===== src/rtl/ram_sp_param_if.sv =====
// ram_sp_param_if: bus bundle for the ram_sp_param scratch/storage macro.
//   master drives : cs, w_en, op_en, addr_in, data_in, be_in, clr_req
//   slave drives  : data_out, rd_valid, init_busy, err_addr
// DATA_W and DEPTH must match the attached ram_sp_param instance.
interface ram_sp_param_if #(
  parameter int DATA_W = 16,
  parameter int DEPTH  = 16
);
  localparam int ADDR_W = $clog2(DEPTH);
  localparam int BE_W   = DATA_W / 8;

  logic              cs;
  logic              w_en;
  logic              op_en;
  logic [ADDR_W-1:0] addr_in;
  logic [DATA_W-1:0] data_in;
  logic [BE_W-1:0]   be_in;
  logic              clr_req;
  logic [DATA_W-1:0] data_out;
  logic              rd_valid;
  logic              init_busy;
  logic              err_addr;

  modport master (
    output cs, w_en, op_en, addr_in, data_in, be_in, clr_req,
    input  data_out, rd_valid, init_busy, err_addr
  );

  modport slave (
    input  cs, w_en, op_en, addr_in, data_in, be_in, clr_req,
    output data_out, rd_valid, init_busy, err_addr
  );
endinterface


===== src/rtl/ram_sp_param.sv =====
// ram_sp_param: parametrised single-port synchronous RAM.
//   clk       : rising-edge clock
//   reset_n   : asynchronous active-low reset
//   bus.cs/w_en/op_en/addr_in/data_in/be_in/clr_req : access bus (inputs)
//   bus.data_out  : registered read data, forced to 0 while op_en=0
//   bus.rd_valid  : one-cycle pulse with each new data_out
//   bus.init_busy : clear sequencer running; accesses ignored
//   bus.err_addr  : one-cycle pulse after an accepted access with addr_in >= DEPTH
// After reset (or clr_req in IDLE) the array is zeroed one word per cycle,
// taking exactly DEPTH cycles. READ_LAT selects 1 or 2 read register stages.
module ram_sp_param #(
  parameter int DATA_W   = 16,
  parameter int DEPTH    = 16,
  parameter int READ_LAT = 1
) (
  input  logic          clk,
  input  logic          reset_n,
  ram_sp_param_if.slave bus
);
  localparam int ADDR_W = $clog2(DEPTH);
  localparam int BE_W   = DATA_W / 8;

  localparam logic [0:0] ST_CLEAR = 1'b0;
  localparam logic [0:0] ST_IDLE  = 1'b1;

  // One extra bit so the range compare works when DEPTH is a power of two.
  localparam logic [ADDR_W:0]   DEPTH_EXT = (ADDR_W + 1)'(DEPTH);
  localparam logic [ADDR_W-1:0] LAST_ADDR = ADDR_W'(DEPTH - 1);

  logic [0:0]        state;
  logic [ADDR_W-1:0] clr_cnt;
  logic [DATA_W-1:0] mem [DEPTH];

  logic              busy;
  logic              acc;
  logic              in_range;
  logic              wr_acc;
  logic              rd_acc;
  logic [DATA_W-1:0] rd_word;

  logic              stage_vld;
  logic [DATA_W-1:0] stage_data;
  logic [DATA_W-1:0] data_q;
  logic              rd_valid_q;
  logic              err_q;

  assign busy     = (state == ST_CLEAR);
  assign acc      = bus.cs & ~busy;
  assign in_range = ({1'b0, bus.addr_in} < DEPTH_EXT);
  assign wr_acc   = acc & bus.w_en & in_range;
  assign rd_acc   = acc & ~bus.w_en;
  // Out-of-range reads still complete, returning zero.
  assign rd_word  = in_range ? mem[bus.addr_in] : '0;

  // Clear sequencer
  always_ff @(posedge clk or negedge reset_n) begin
    if (!reset_n) begin
      state   <= ST_CLEAR;
      clr_cnt <= '0;
    end else begin
      case (state)
        ST_CLEAR: begin
          if (clr_cnt == LAST_ADDR) begin
            state   <= ST_IDLE;
            clr_cnt <= '0;
          end else begin
            clr_cnt <= clr_cnt + 1'b1;
          end
        end
        default: begin
          if (bus.clr_req) begin
            state   <= ST_CLEAR;
            clr_cnt <= '0;
          end
        end
      endcase
    end
  end

  // Storage array: not reset; the clear sequencer owns it while busy.
  always_ff @(posedge clk) begin
    if (busy) begin
      mem[clr_cnt] <= '0;
    end else if (wr_acc) begin
      for (int unsigned i = 0; i < BE_W; i++) begin
        if (bus.be_in[i]) begin
          mem[bus.addr_in][8*i +: 8] <= bus.data_in[8*i +: 8];
        end
      end
    end
  end

  // Optional extra read stage ahead of the output register.
  generate
    if (READ_LAT == 2) begin : g_lat2
      logic              p1_vld;
      logic [DATA_W-1:0] p1_data;

      always_ff @(posedge clk or negedge reset_n) begin
        if (!reset_n) begin
          p1_vld  <= 1'b0;
          p1_data <= '0;
        end else begin
          p1_vld <= rd_acc;
          if (rd_acc) begin
            p1_data <= rd_word;
          end
        end
      end

      assign stage_vld  = p1_vld;
      assign stage_data = p1_data;
    end else begin : g_lat1
      assign stage_vld  = rd_acc;
      assign stage_data = rd_word;
    end
  endgenerate

  // Output register holds the last read value between reads.
  always_ff @(posedge clk or negedge reset_n) begin
    if (!reset_n) begin
      data_q     <= '0;
      rd_valid_q <= 1'b0;
      err_q      <= 1'b0;
    end else begin
      rd_valid_q <= stage_vld;
      err_q      <= acc & ~in_range;
      if (stage_vld) begin
        data_q <= stage_data;
      end
    end
  end

  assign bus.data_out  = bus.op_en ? data_q : '0;
  assign bus.rd_valid  = rd_valid_q;
  assign bus.init_busy = busy;
  assign bus.err_addr  = err_q;
endmodule


===== src/flat_wrapper.sv =====
// flat-port wrapper written by rule: the top's interface ports become plain ports
module ram_sp_param_flat 
#(
  parameter int DATA_W   = 16,
  parameter int DEPTH    = 16,
  parameter int READ_LAT = 1
)
  (clk, reset_n, bus_cs, bus_w_en, bus_op_en, bus_addr_in, bus_data_in, bus_be_in, bus_clr_req, bus_data_out, bus_rd_valid, bus_init_busy, bus_err_addr);
  ram_sp_param_if #(.DATA_W(DATA_W), .DEPTH(DEPTH)) bus_i ();
  input  logic clk;
  input  logic reset_n;
  input wire logic [$bits(bus_i.cs)-1:0] bus_cs;
  input wire logic [$bits(bus_i.w_en)-1:0] bus_w_en;
  input wire logic [$bits(bus_i.op_en)-1:0] bus_op_en;
  input wire logic [$bits(bus_i.addr_in)-1:0] bus_addr_in;
  input wire logic [$bits(bus_i.data_in)-1:0] bus_data_in;
  input wire logic [$bits(bus_i.be_in)-1:0] bus_be_in;
  input wire logic [$bits(bus_i.clr_req)-1:0] bus_clr_req;
  output wire logic [$bits(bus_i.data_out)-1:0] bus_data_out;
  output wire logic [$bits(bus_i.rd_valid)-1:0] bus_rd_valid;
  output wire logic [$bits(bus_i.init_busy)-1:0] bus_init_busy;
  output wire logic [$bits(bus_i.err_addr)-1:0] bus_err_addr;
  assign bus_i.cs = bus_cs;
  assign bus_i.w_en = bus_w_en;
  assign bus_i.op_en = bus_op_en;
  assign bus_i.addr_in = bus_addr_in;
  assign bus_i.data_in = bus_data_in;
  assign bus_i.be_in = bus_be_in;
  assign bus_i.clr_req = bus_clr_req;
  assign bus_data_out = bus_i.data_out;
  assign bus_rd_valid = bus_i.rd_valid;
  assign bus_init_busy = bus_i.init_busy;
  assign bus_err_addr = bus_i.err_addr;
  ram_sp_param #(.DATA_W(DATA_W), .DEPTH(DEPTH), .READ_LAT(READ_LAT)) u_core (.clk(clk), .reset_n(reset_n), .bus(bus_i));
endmodule

===== config.mk =====
export PLATFORM = sky130hd
export DESIGN_NAME = ram_sp_param_flat
export DESIGN_NICKNAME = d
export VERILOG_FILES = /design/src/rtl/ram_sp_param_if.sv /design/src/rtl/ram_sp_param.sv /design/src/flat_wrapper.sv
export SDC_FILE = /design/constraint.sdc
export NUM_CORES = 1
export LEC_CHECK = 0
export ABC_CLOCK_PERIOD_IN_PS = 3700
export CAP_MARGIN = 10
export CORE_MARGIN = 4
export CORE_UTILIZATION = 30
export DETAILED_ROUTE_END_ITERATION = 7
export PLACE_DENSITY_LB_ADDON = 0.3
export SLEW_MARGIN = 10
export SYNTH_ARGS = -nofsm -noshare
export SYNTH_HDL_FRONTEND = slang
export SYNTH_SLANG_ARGS = --single-unit
export TNS_END_PERCENT = 20

===== constraint.sdc =====
create_clock -name clk -period 3.7 [get_ports clk]
set_input_delay 0.37 -clock clk [delete_from_list [all_inputs] [get_ports clk]]
set_output_delay 0.37 -clock clk [all_outputs]
set_load 0.005 [all_outputs]

==> flow_summary_export.csv <==
group,metric,value,unit
setup_path,crit_path_max_incr_delay,0.69,ns
clocking,path_clk_slew,0.06,ns
run,cap_viol_max_count,0,
sta,finalSetupViolCount,0,
sta,rsz0062_at_grt,"no",
logic_synthesis,avgSynthCellArea,18.7,um2
setup_path,arrival,2.98,ns
logic_synthesis,synthDistinctLibCells,38,
placed_design,post-place-ws,0.537,ns
detailed_routing,drt_wl_total,25600,um
finish,syn2layout_area_growth,16.3,%
floorplan,ios,47,
logic_synthesis,netlist_area,11100,um2
detailed_routing,antenna_left,0,
detailed_routing,vias,5568,
clocking,max-clock-path-buffers,3,
floorplan,die_area,40200,um2
detailed_routing,wl_per_cell,22.4,um
setup_path,cpMaxStageDelayCell,"o2111a_1",
logic_synthesis,yosysSeqAreaShare,74.1,%
setup_path,start_kind,"flop",
power,combPwrFrac,15.6,%
setup_path,path_cells,"o2111a_1 -> mux2i_1 -> nand2_1 -> nor2_1",
finish,final_cells,1142,
logic_synthesis,ys_ff_latch,278,
sta,tightest_slew,1.03,ns
detailed_routing,dr.pass1.iters,5,
detailed_routing,routed_via_density,4.88,
floorplan,die_x,201,um
power,p_switching,2130,uW
logic_synthesis,yosysWarningCount,0,
global_routing,antenna_found_initial,0,
global_routing,gr-usage-all-layers,12.6,%
setup_path,setup.worst_path.end_class,"flop",
finish,drive_gt1_share,16.5,%
placed_design,dp_hpwl,17000,um
sta,tns,0,ns
power,leakagePower,0.00435,uW
setup_path,critPathBufInv,0,
placed_design,place_congestion,0.756,
clocking,cts_htree_levels,1,
setup_path,crit_family,"simple AND/OR/NAND/NOR gates",
worst_hold_path,hp-class,"in -> async",
power,p_seq_share,51.8,%
detailed_routing,drc,0,
clocking,cts-root-buf,"clkbuf_16",
power,vdd_drop_max,0.287,mV
placed_design,portBuffers,45,
logic_synthesis,ys_async_sr_fraction,7.91,%
global_routing,grt_start_max_net_pins,38,
power,switching_share,25.7,%
sta,hold_slack,0.228,ns
finish,antenna_cells,0,
sta,hold_violations,0,
logic_synthesis,synth_top_cell_by_area,"edfxtp_1",
clocking,cts_setup_buffers,0,
sta,finalWorstSetupSlack,0.872,ns
logic_synthesis,synth_nets,623,
floorplan,core,36600,um2
detailed_routing,drtIter0Drc,548,
logic_synthesis,synth_top_area_share,69.1,%
floorplan,die_h,201,um
setup_path,path_class,"reg -> reg",
setup_path,worstPathMaxFanout,14,
clocking,post_cts_resized,0,
clocking,cts.sinks,278,
clocking,clock_latency,0.53,ns
global_routing,grt_overflow,0,
outcome,outcome,"completed",
power,clkPwrFrac,32.6,%
floorplan,initial_core_util,30.4,%
sta,skew,0.0131,ns
logic_synthesis,synth.area.top_cells,"edfxtp_1 (69%), mux4_2 (9.7%), dfrtp_1 (5.0%)",
sta,finalCritPeriodShare,76.4,%
setup_path,cp_data_required_time,3.85,ns
sta,slew_viol_final,0,
global_routing,grt_pass1_wl,38700,um
sta,max_freq,354,MHz
global_routing,first_global_vias,5825,
clocking,cts_tree,"yes",
clocking,ctsHoldBuffers,0,
logic_synthesis,synthCells,594,
power,internal_power,6170,uW
placed_design,place_inst,1090,
logic_synthesis,synth_edf_count,256,
sta,max_slew_margin,31.0,%
clocking,numCtsBuffers,28,
logic_synthesis,synth-main-ff-cell,"edfxtp_1",
power,power_density,641,nW/um2
floorplan,rows,70,
sta,final.min_clock_period,2.83,ns
finish,fin_nets,681,
[routing by layer]
metal	vias to the layer above	GRT usage, %	part of all wire [%]
met4	0	2.78	1.5
li1	2485	-	-
met3	26	1.81	4.7
met2	153	20.9	49
met5	-	0	0
met1	2904	17.8	45
[area by class of cell]
class	count	area (um2)
Fill cell	3433	23700
Sequential cell	278	8240
Multi-Input combinational cell	280	2640
Clock buffer	41	811
Tap cell	468	586
Timing Repair Buffer	60	568
Clock inverter	11	78.8
Inverter	4	15.0
[layout by cell type (no fill, tap or decap), types with 2 or more instances in the layout]
master	netlist	layout
o21ai_0	3	3
clkbuf_16	0	29
o21ai_1	16	16
nand2_1	30	30
nor3_1	2	2
nand3_1	3	3
mux4_2	48	48
a221oi_1	16	16
clkbuf_8	0	4
nand2b_1	5	5
clkinv_2	0	6
mux2i_1	51	51
buf_4	3	15
nor3b_1	2	2
a21oi_1	3	3
clkbuf_1	9	8
edfxtp_1	256	256
a31oi_2	4	4
clkinv_1	0	3
dfrtp_1	22	22
nor2b_1	2	2
clkdlybuf4s50_1	0	43
nor2_1	36	36
and2_1	33	33
o211ai_1	16	16
inv_1	3	3
[path summary, 6_finish.rpt]
path	start	end	slack (ns)	cells past startpoint
max	u_core.state	u_core.mem[5][5]	0.87	4
min	reset_n	u_core.clr_cnt[3]	0.23	2
max reg2reg	u_core.state	u_core.mem[5][5]	0.87	4
min reg2reg	u_core.data_q[15]	u_core.data_q[15]	0.50	2
max in group asynchronous	reset_n	u_core.data_q[5]	3.18	2
min in group clk	bus_clr_req	u_core.clr_cnt[1]	0.43	2
[worst reg2reg max path, stage by stage, from the launching register on]
cell and delay, ns:
dfrtp_1 0.57, o2111a_1 0.69, mux2i_1 0.36, nand2_1 0.17
nor2_1 0.65
[state kept, by name, indices dropped and copies added (netlist names)]
signal               count
u_core.mem             256
u_core.data_q           16
u_core.clr_cnt           4
u_core.bus.rd_valid      1
u_core.state             1
[Yosys cell counts (2+ instances only)]
library cell	n
a221oi_1	16
a31oi_2	4
nor3b_1	2
nand3_1	3
buf_12	2
nor2b_1	2
o211ai_1	16
o21ai_1	16
nor3_1	2
dfrtp_1	22
buf_2	9
inv_1	3
edfxtp_1	256
and2_1	33
nand2_1	30
clkbuf_1	9
mux4_2	48
a21oi_1	3
buf_6	5
mux2i_1	51
nor2_1	36
nand2b_1	5
buf_1	2
o21ai_0	3
buf_4	3
[logic make-up (layout without fill, tap and decap cells)]
group                      count (synthesis)  count (layout)  synth area share, %
muxes                                    100             100                 14.4
buffers and inverters                     36             116                 2.16
adders and majority gates                  1               1                0.113
AOI/OAI and AO/OA                         62              62                 4.11
other                                      1               1               0.0337
and+or+nand+nor                          116             116                 5.09
DFF                                      278             278                 74.1
[stage by stage]
step	cell area [um2]	utilization, %	power [uW]
6_report	12900	35.3	8300
5_1_grt	12900	35.3	8680
4_1_cts	12900	35.3	8380
3_5_place_dp	12000	32.9	5670
3_3_place_gp	12000	32.9	5650
2_1_floorplan	11100	-	5110
[power groups by stage]
stage | Combinational (uW) | Clock, uW | Sequential [uW]
final | 1300 | 2700 | 4300
after global routing | 1440 | 2900 | 4340
after CTS | 1330 | 2760 | 4300
after detailed placement | 1320 | 0 | 4360
after global placement | 1290 | 0 | 4360
after floorplan | 856 | 0 | 4250
Power figures use the tool's default switching activity.
